`config.mk`:
```
export PLATFORM = sky130hd
export DESIGN_NAME = lut_arbiter
export DESIGN_NICKNAME = d
export VERILOG_FILES = /design/src/rtl/lut_arbiter.sv
export SDC_FILE = /design/constraint.sdc
export NUM_CORES = 1
export LEC_CHECK = 0
export BUFFER_PORTS_ARGS = -buffer_cell sky130_fd_sc_hd__buf_2
export CORE_MARGIN = 2
export CORE_UTILIZATION = 40
export DETAILED_ROUTE_END_ITERATION = 12
export PLACE_DENSITY = 0.6
export SETUP_SLACK_MARGIN = 0.05
export SLEW_MARGIN = 5
export SYNTH_ARGS = -nofsm -noshare
export SYNTH_HDL_FRONTEND = slang
export SYNTH_SLANG_ARGS = --single-unit
```
`constraint.sdc`:
```
create_clock -name clk -period 8.8 [get_ports clk]
set_input_delay 1.76 -clock clk [delete_from_list [all_inputs] [get_ports clk]]
set_output_delay 1.76 -clock clk [all_outputs]
set_load 0.005 [all_outputs]
```
`src/rtl/lut_arbiter.sv`:
```
// ---------------------------------------------------------------------------
// lut_arbiter
//
// Shares a single fixed-function lookup table between N_REQ requesters.
// Requests are granted round-robin, one LUT access is in flight at a time,
// and the returned base/next sample pair is linearly interpolated using the
// LUT's fractional index.
//
// Handshake: each requester raises req[i] with a stable argument on its
// x_flat slice and keeps both steady until it sees the one-cycle ack[i]
// pulse; result is valid in that same cycle and the requester drops req[i]
// on the edge that ends it. Toward the LUT, lut_read is a one-cycle strobe
// with lut_x held stable until the LUT returns a one-cycle lut_valid pulse
// carrying lut_base/lut_next/lut_frac.
//
// Ports
//   clk, reset   : clock, synchronous active-high reset
//   req          : per-requester request levels
//   x_flat       : requester arguments, 16 bits each, signed Q15
//   ack          : one-hot grant-complete pulse
//   result       : interpolated sample, held until the next ack
//   busy         : high from grant until the ack cycle inclusive
//   lut_read     : one-cycle read strobe to the LUT
//   lut_x        : LUT argument
//   lut_valid    : LUT completion pulse
//   lut_base     : LUT sample at the integer index (signed)
//   lut_next     : LUT sample at the following index (signed)
//   lut_frac     : LUT fractional index (unsigned)
//   dbg_state    : current FSM state, for observation only
// ---------------------------------------------------------------------------
`ifndef LUT_FRAC_WIDTH
`define LUT_FRAC_WIDTH 4
`endif

module lut_arbiter #(
   parameter int N_REQ      = 4,
   parameter int FRAC_WIDTH = `LUT_FRAC_WIDTH
) (
   input  logic                    clk,
   input  logic                    reset,
   input  logic [N_REQ-1:0]        req,
   input  logic [16*N_REQ-1:0]     x_flat,
   output logic [N_REQ-1:0]        ack,
   output logic [15:0]             result,
   output logic                    busy,
   output logic                    lut_read,
   output logic [15:0]             lut_x,
   input  logic                    lut_valid,
   input  logic [15:0]             lut_base,
   input  logic [15:0]             lut_next,
   input  logic [FRAC_WIDTH-1:0]   lut_frac,
   output logic [2:0]              dbg_state
);

   localparam int IW = $clog2(N_REQ);

   typedef enum logic [2:0] {
      S_IDLE   = 3'd0,
      S_ISSUE  = 3'd1,
      S_WAIT   = 3'd2,
      S_INTERP = 3'd3,
      S_DONE   = 3'd4
   } state_t;

   state_t                 state_q, state_d;
   logic [IW-1:0]          rr_ptr_q, rr_ptr_d;
   logic [IW-1:0]          grant_q, grant_d;
   logic [15:0]            lut_x_q, lut_x_d;
   logic [15:0]            base_q, base_d;
   logic [15:0]            next_q, next_d;
   logic [FRAC_WIDTH-1:0]  frac_q, frac_d;
   logic [15:0]            result_q, result_d;
   logic [N_REQ-1:0]       ack_q, ack_d;
   logic                   busy_q, busy_d;
   logic                   lut_read_q, lut_read_d;

   // Round-robin pick: first set req bit at or above rr_ptr, wrapping.
   logic                   pick_valid;
   logic [IW-1:0]          pick_idx;

   always_comb begin
      pick_valid = 1'b0;
      pick_idx   = '0;
      // Walk offsets from farthest to nearest so the nearest set bit wins.
      for (int k = N_REQ - 1; k >= 0; k--) begin
         if (req[(int'(rr_ptr_q) + k) % N_REQ]) begin
            pick_valid = 1'b1;
            pick_idx   = IW'((int'(rr_ptr_q) + k) % N_REQ);
         end
      end
   end

   // Interpolation datapath. The result always lies between base and next,
   // so truncating the sum to 16 bits never wraps.
   logic signed [16:0]             diff;
   logic signed [17+FRAC_WIDTH:0]  prod;
   logic signed [17+FRAC_WIDTH:0]  prod_shr;

   always_comb begin
      diff     = $signed({next_q[15], next_q}) - $signed({base_q[15], base_q});
      prod     = diff * $signed({1'b0, frac_q});
      prod_shr = prod >>> FRAC_WIDTH;
   end

   // State register and all registered outputs.
   always_ff @(posedge clk) begin
      if (reset) begin
         state_q    <= S_IDLE;
         rr_ptr_q   <= '0;
         grant_q    <= '0;
         lut_x_q    <= '0;
         base_q     <= '0;
         next_q     <= '0;
         frac_q     <= '0;
         result_q   <= '0;
         ack_q      <= '0;
         busy_q     <= 1'b0;
         lut_read_q <= 1'b0;
      end else begin
         state_q    <= state_d;
         rr_ptr_q   <= rr_ptr_d;
         grant_q    <= grant_d;
         lut_x_q    <= lut_x_d;
         base_q     <= base_d;
         next_q     <= next_d;
         frac_q     <= frac_d;
         result_q   <= result_d;
         ack_q      <= ack_d;
         busy_q     <= busy_d;
         lut_read_q <= lut_read_d;
      end
   end

   // Next-state logic.
   always_comb begin
      state_d = state_q;
      case (state_q)
         S_IDLE:   if (pick_valid) state_d = S_ISSUE;
         S_ISSUE:  state_d = S_WAIT;
         S_WAIT:   if (lut_valid) state_d = S_INTERP;
         S_INTERP: state_d = S_DONE;
         S_DONE:   state_d = S_IDLE;
         default:  state_d = S_IDLE;
      endcase
   end

   // Output / datapath next values. Every output is set up one cycle ahead
   // so that it appears registered in the state it belongs to.
   always_comb begin
      rr_ptr_d   = rr_ptr_q;
      grant_d    = grant_q;
      lut_x_d    = lut_x_q;
      base_d     = base_q;
      next_d     = next_q;
      frac_d     = frac_q;
      result_d   = result_q;
      ack_d      = '0;
      busy_d     = busy_q;
      lut_read_d = 1'b0;
      case (state_q)
         S_IDLE: begin
            if (pick_valid) begin
               grant_d    = pick_idx;
               lut_x_d    = x_flat[int'(pick_idx)*16 +: 16];
               lut_read_d = 1'b1;
               busy_d     = 1'b1;
            end
         end
         S_WAIT: begin
            if (lut_valid) begin
               base_d = lut_base;
               next_d = lut_next;
               frac_d = lut_frac;
            end
         end
         S_INTERP: begin
            result_d       = 16'($signed(base_q) + prod_shr);
            ack_d[grant_q] = 1'b1;
         end
         S_DONE: begin
            busy_d   = 1'b0;
            rr_ptr_d = (int'(grant_q) == N_REQ - 1) ? '0 : grant_q + 1'b1;
         end
         default: ;
      endcase
   end

   assign ack       = ack_q;
   assign result    = result_q;
   assign busy      = busy_q;
   assign lut_read  = lut_read_q;
   assign lut_x     = lut_x_q;
   assign dbg_state = state_q;

endmodule

```
==> impl_results.md, run 1 <==
- Status: completed
- Reg2reg start: base_q[1]
- Routability Congestion: 0.798
- FMAX: 132 MHz
- Placed cells: ~1.2k
- Reg power frac: 0.309
- Pin count of the biggest net entering global routing: 78
- Buf/Inv on CP: 3
- WL final: between 15,000 and 20,000 µm
- Post-synth EDFFs: 0
- Delay of the slowest critical-path stage: roughly 0.53 ns
- Max-slew violations: 0
- Tightest Pin Transition: approximately 1 ns
- Endpoint class of the critical path: flip-flop
- Critical path class: reg -> reg
- H-tree depth: 3
- Share of cells above drive strength 1: 0.179
- Remaining global-route overflow: 0
- RSZ-0062 raised after global routing: false
- Post-route cell area: 7990 µm²
- Average routed wire per standard cell: 13.9 µm
- Antenna diodes: 0
- Fillers: roughly 1.7k
- Clk sink count: between 80 and 90
- Internal: roughly 0.87 mW
- Clock Latency Late Sink: about 0.34 ns
- Top cell type's share of synthesized area: 0.239
- CP Data Required Time: a little over 9 ns
- Top post-synthesis cells by area: dfxtp_1 24%, ha_1 13%, fa_1 9.8%, a21oi_1 6.7%, nand2_1 6.7%
- Global-route wire length before repair: approximately 28,000 µm
- HP Start: result[12]
- Die Ht: roughly 130 µm
- Worst VDD drop: approximately 0.15 mV
- Die ar.: about 18,000 µm²
- Initial Util: 0.409
- FFs w/ async S/R, synth: 0
- Top cells by count, synth: 121 x nand2_1, 93 x inv_1, 91 x a21oi_1
- Layout area overhead: 17.9%
- Clock power share: 0.243
- Startpoint types: flip-flop
- Max Cap Viol: 0
- Syn Inst Count: between 800 and 900
- Core box area: approximately 17,000 µm²
- Leak Pwr: around 3.9 nW
- Switching share of total power: 0.396
- Worst setup path start: base_q[1]
- Switching Power: 0.570 mW
- Nets: 1,194
- Yosys warns: 0
- Drt drc: 0
- Global Route Usage Sum: 0.194
- Slew HR: 0.315
- Largest area contributor in the netlist: dfxtp_1
- Clock Skew: about 0.0076 ns
- Largest buffer count on any clock path: 2
- Period Utilization, post-route: 0.860
- CTS tree: yes
- Peak fanout along the critical path: 5
- Synth Flop Type: dfxtp_1
- Syn_nets: around 1.1k
- CTS clk-pin slew, worst paths: 0.06 ns
- Register area: between 1500 and 2000 µm²
- Post-synth cell types: 49
- Tmin final: 7.56 ns
- Netlist Area Pre-Place: between 6000 and 7000 µm²
- Routed Antenna Nets: 0
- Flops & latches, synth: 81
- Num CTS Buffers: 9
- Clock root cell: clkbuf_16
- Hold_buf cts: 0
- Initial antenna violation count: 0
- Slowest-stage cell, CP: fa_1
- Port Buffers: between 100 and 150
- CP arrival: around 8 ns
- Worst path most repeated cell: o21ai_0
- Post-CTS setup buffers: 0
- Comb pwr share: 0.448
- Routed vias/inst: 4.89
- Non-Filler Instances: 1,208
- Chip Width: about 130 µm
- Final Setup Violations: 0
- Post-cts resize count: 0
- Final hold vios: 0
- DR pass1 iterations: 4
- Crit path max-delay family: compound AO/OA/AOI/OAI gates
- Mean Syn Cell Area: 7.95 µm²
- Footprint of the multi-input gates: about 4700 µm²
- Area post-placement: between 7000 and 8000 µm²
- Hold crit path type: reg -> reg
- Routed vias: between 5k and 6k
- Violation count after the first detailed-route iteration: approximately 210
- Leading cell type by number of instances after synthesis: nand2_1
- I/O pins: between 100 and 150
- Dpl hpwl: roughly 13,000 µm
- Number of global-route vias before repair: 5,759
- Setup tns final: 0 ns
- Rows: 47
- Seq/Total Area, Yosys: 0.239
- Pwr dens: 180 nW/µm²
## through the flow
stage	hold WS, ns	util	setup slack [ns]	power [mW]
3_5_place_dp	0.443	0.465	1.27	1.10
2_1_floorplan	0.436	-	1.97	0.914
6_report	0.452	0.482	1.24	1.44
4_1_cts	0.458	0.482	1.23	1.46
5_1_grt	0.473	0.482	0.610	1.56
3_3_place_gp	0.439	0.465	1.45	1.10
## power groups by stage
stage	Clock (mW)	Sequential (mW)	Combinational [mW]
5_1_grt	0.374	0.451	0.732
4_1_cts	0.361	0.445	0.650
2_1_floorplan	0	0.446	0.468
6_report	0.350	0.445	0.646
3_3_place_gp	0	0.452	0.644
3_5_place_dp	0	0.452	0.645
## final timing paths
check / endpoint / slack (ns) / depth (start not counted)
min reg2reg: result[12] / 0.45 / 2
max: result[15] / 1.24 / 32
min: result[12] / 0.45 / 2
max reg2reg: result[15] / 1.24 / 32
## sequential cells by signal, indices dropped and copies added, names as in the netlist
signal     count
lut_x         16
busy           1
grant_q        2
ack            4
frac_q         4
base_q        16
result        16
rr_ptr_q       2
dbg_state      3
lut_read       1
next_q        16
## per-layer routing
layer	global-route usage	up-vias	wire, µm	part of all wire
met5	0	-	0	0
met3	0.0427	19	725	0.043
li1	-	3104	-	-
met4	0.0544	0	271	0.016
met1	0.278	2685	8780	0.52
met2	0.293	98	7070	0.42
## placed cells by master, fill, tap and decap left out, types with 2 or more instances in the layout
cell type  Yosys  final
nor2b_1       17     17
a221o_1        2      2
mux2i_1       29     29
nor2_1        62     62
o22ai_1       12     12
a21o_1        14     14
buf_4          1      7
nor3b_1        3      3
buf_2          1    147
and3b_1        3      3
inv_1         93     93
nand2b_1       6      6
fa_1          33     33
a211oi_1      17     17
o41a_1         2      2
xor2_1        10     10
and2_1        45     45
nand3_1        5      5
clkbuf_16      0      9
o211ai_1       4      4
a21boi_0       5      5
nand2_1      121    121
clkinv_2       0      3
o21ai_0       16     16
ha_1          71     71
inv_6          0      2
xnor2_1       28     28
or3_1          2      2
o21a_1         9      9
a31oi_1        4      4
dfxtp_1       81     81
a21oi_1       91     91
nand3b_1       2      2
or2_2          3      3
nor3_1        12     11
## layout make-up
type                    instances  area share
repair buffers                154      0.0987
clock buffers                  10      0.0287
multi-input cells             644       0.586
flip-flops and latches         81       0.203
well taps                     220      0.0345
inverters                      93      0.0437
clock inverters                 6     0.00517
## cells by family (layout without fill, tap and decap cells)
kind of cell,count (synthesis),in the layout,synth area share
AOI/OAI and AO/OA,186,186,0.168
xor gates and xnor gates,39,39,0.0524
adders and majority gates,104,104,0.229
buffers and inverters,127,263,0.0711
DFF,81,81,0.239
muxes,29,29,0.0428
and+or+nand+nor,286,286,0.197
## worst min-delay path, delay by kind of cell (launching register included)
kind,cells,cell delay [ns]
flops,1,0.31
simple gates,1,0.05
compound gates,1,0.05
(Power assumes the default switching activity.)
==> run 2: changes to the inputs <==
--- a/config.mk
+++ b/config.mk
@@ -6,11 +6,13 @@
 export NUM_CORES = 1
 export LEC_CHECK = 0
 export BUFFER_PORTS_ARGS = -buffer_cell sky130_fd_sc_hd__buf_2
+export CELL_PAD_IN_SITES_DETAIL_PLACEMENT = 1
+export CELL_PAD_IN_SITES_GLOBAL_PLACEMENT = 2
 export CORE_MARGIN = 2
-export CORE_UTILIZATION = 40
+export CORE_UTILIZATION = 32
 export DETAILED_ROUTE_END_ITERATION = 12
-export PLACE_DENSITY = 0.6
-export SETUP_SLACK_MARGIN = 0.05
+export PLACE_DENSITY = 0.79
+export SETUP_SLACK_MARGIN = 0.15
 export SLEW_MARGIN = 5
 export SYNTH_ARGS = -nofsm -noshare
 export SYNTH_HDL_FRONTEND = slang
==> run 2 against run 1 <==
Sequential cell count stayed put. Core utilization is 9.6 points lower. Combinational power is 2% higher.
==> impl_results.md, run 2 (synthesized netlist as in run 1, its figures left out) <==
- WL final: between 15,000 and 20,000 µm
- Tightest Pin Transition: roughly 1.0 ns
- Clock root cell: clkbuf_16
- Slew HR: 0.302
- Area post-placement: about 7800 µm²
- Initial Util: 0.324
- Average routed wire per standard cell: around 16 µm
- Die Ht: 150 µm
- Max-slew violations: 0
- Routability Congestion: slightly below 0.8
- Nets: roughly 1.2k
- Routed Antenna Nets: 0
- Reg2Reg Setup Slack: around 1.1 ns
- Final Setup Violations: 0
- Rows: 53
- Antenna diodes: 0
- Routed vias: ~6.1k
- Peak fanout along the critical path: 5
- Dpl hpwl: 15,400 µm
- Comb pwr share: 0.446
- WHS: ~0.46 ns
- Most frequent cells in the layout: 147 x buf_2, 121 x nand2_1, 93 x inv_1
- CTS clk-pin slew, worst paths: approximately 0.07 ns
- Pre-CTS WS: ~1.1 ns
- Period Utilization, post-route: 0.878
- Initial antenna violation count: 0
- Routed vias/inst: roughly 4.8
- H-tree depth: 3
- Port Buffers: roughly 150
- Delay of the slowest critical-path stage: ~0.54 ns
- Hold crit path type: reg -> reg
- Final hold vios: 0
- Switching Power: approximately 0.6 mW
- Reg power frac: 0.304
- Violation count after the first detailed-route iteration: 204
- Slowest-stage cell, CP: fa_1
- Post-cts resize count: 0
- Post-CTS setup buffers: 0
- Largest buffer count on any clock path: 2
- Remaining global-route overflow: 0
- Switching share of total power: 0.408
- Design Power: between 1 and 1.5 mW
- Worst path most repeated cell: o21ai_0
- Status: completed
- Num CTS Buffers: 9
- RSZ-0062 raised after global routing: false
- Max Cap Viol: 0
- Internal: 0.874 mW
- Placed cells: around 1.2k
- Share of cells above drive strength 1: 0.177
- Clock Skew: approximately 0.0080 ns
- Chip Width: around 150 µm
- Endpoint class of the critical path: flip-flop
- Non-Filler Instances: between 1k and 1.5k
- Tmin final: 7.72 ns
- Global Route Usage Sum: 0.182
- Startpoint types: flip-flop
- Fin util: 0.386
- I/O pins: ~150
- Die ar.: 22,400 µm²
- Pwr dens: between 150 and 200 nW/µm²
- Critical path class: reg -> reg
- Clk sink count: between 80 and 90
- Post-route cell area: between 8000 and 9000 µm²
- Fillers: 2,577
- Clock Latency Late Sink: around 0.35 ns
- Most common cell after layout, fill and taps aside: buf_2
- Clock power share: 0.250
- Worst VDD drop: roughly 0.18 mV
- Core box area: approximately 21,000 µm²
- FMAX: ~130 MHz
- Number of global-route vias before repair: a little over 6k
- Drt drc: 0
- Layout area overhead: 18.9%
- DR pass1 iterations: 4
- CTS tree: yes
- CP Data Required Time: around 9 ns
- Setup slack after layout: 1.08 ns
- Pin count of the biggest net entering global routing: 78
- Global-route wire length before repair: roughly 32,000 µm
- CP arrival: between 7 and 8 ns
- Hold_buf cts: 0
- Leak Pwr: between 3 and 4 nW
- Setup tns final: 0 ns
## run 2: cell count changes in the layout (fill, tap and decap cells not counted)
cell,change
clkinv_2,-3
inv_8,+1
clkinv_4,-1
buf_4,-2
clkinvlp_4,+3
## run 2: cell type report
class	instances	area (µm²)	share of cell area
clock buffer	10	229	0.0284
multi-input combinational	644	4680	0.582
sequential	81	1620	0.201
clock inverter	6	51.3	0.00637
timing repair buffer	152	773	0.0960
tap	275	344	0.0427
inverter	93	349	0.0433
## run 2: path summary, 6_finish.rpt
path	startpoint	end	depth (start not counted)
hold reg to reg	result[4]	result[4]	2
hold / removal	result[4]	result[4]	2
setup reg to reg	base_q[1]	result[15]	32
setup / recovery	base_q[1]	result[15]	32
## run 2: power groups by stage
stage	registers [mW]	clock network (mW)	logic, mW
after floorplan	0.446	0	0.468
after global placement	0.457	0	0.652
after detailed placement	0.458	0	0.661
after CTS	0.450	0.385	0.668
after global routing	0.457	0.400	0.746
final	0.449	0.369	0.659
## run 2: layer usage
metal,wire [µm],track usage,vias to the layer above
met3,496,0.0326,11
met4,170,0.0381,0
li1,-,-,3097
met1,10100,0.263,2917
met2,8880,0.284,62
met5,0,0,-
## run 2: worst max-delay path: cells and delay by family, from the launching register on
kind                       cells  cell delay, ns
DFF                            1            0.46
adders and majority gates      6            2.23
AOI/OAI and AO/OA             14            2.78
and+or+nand+nor                5            1.05
xor gates and xnor gates       4            0.90
buffers and inverters          3            0.20
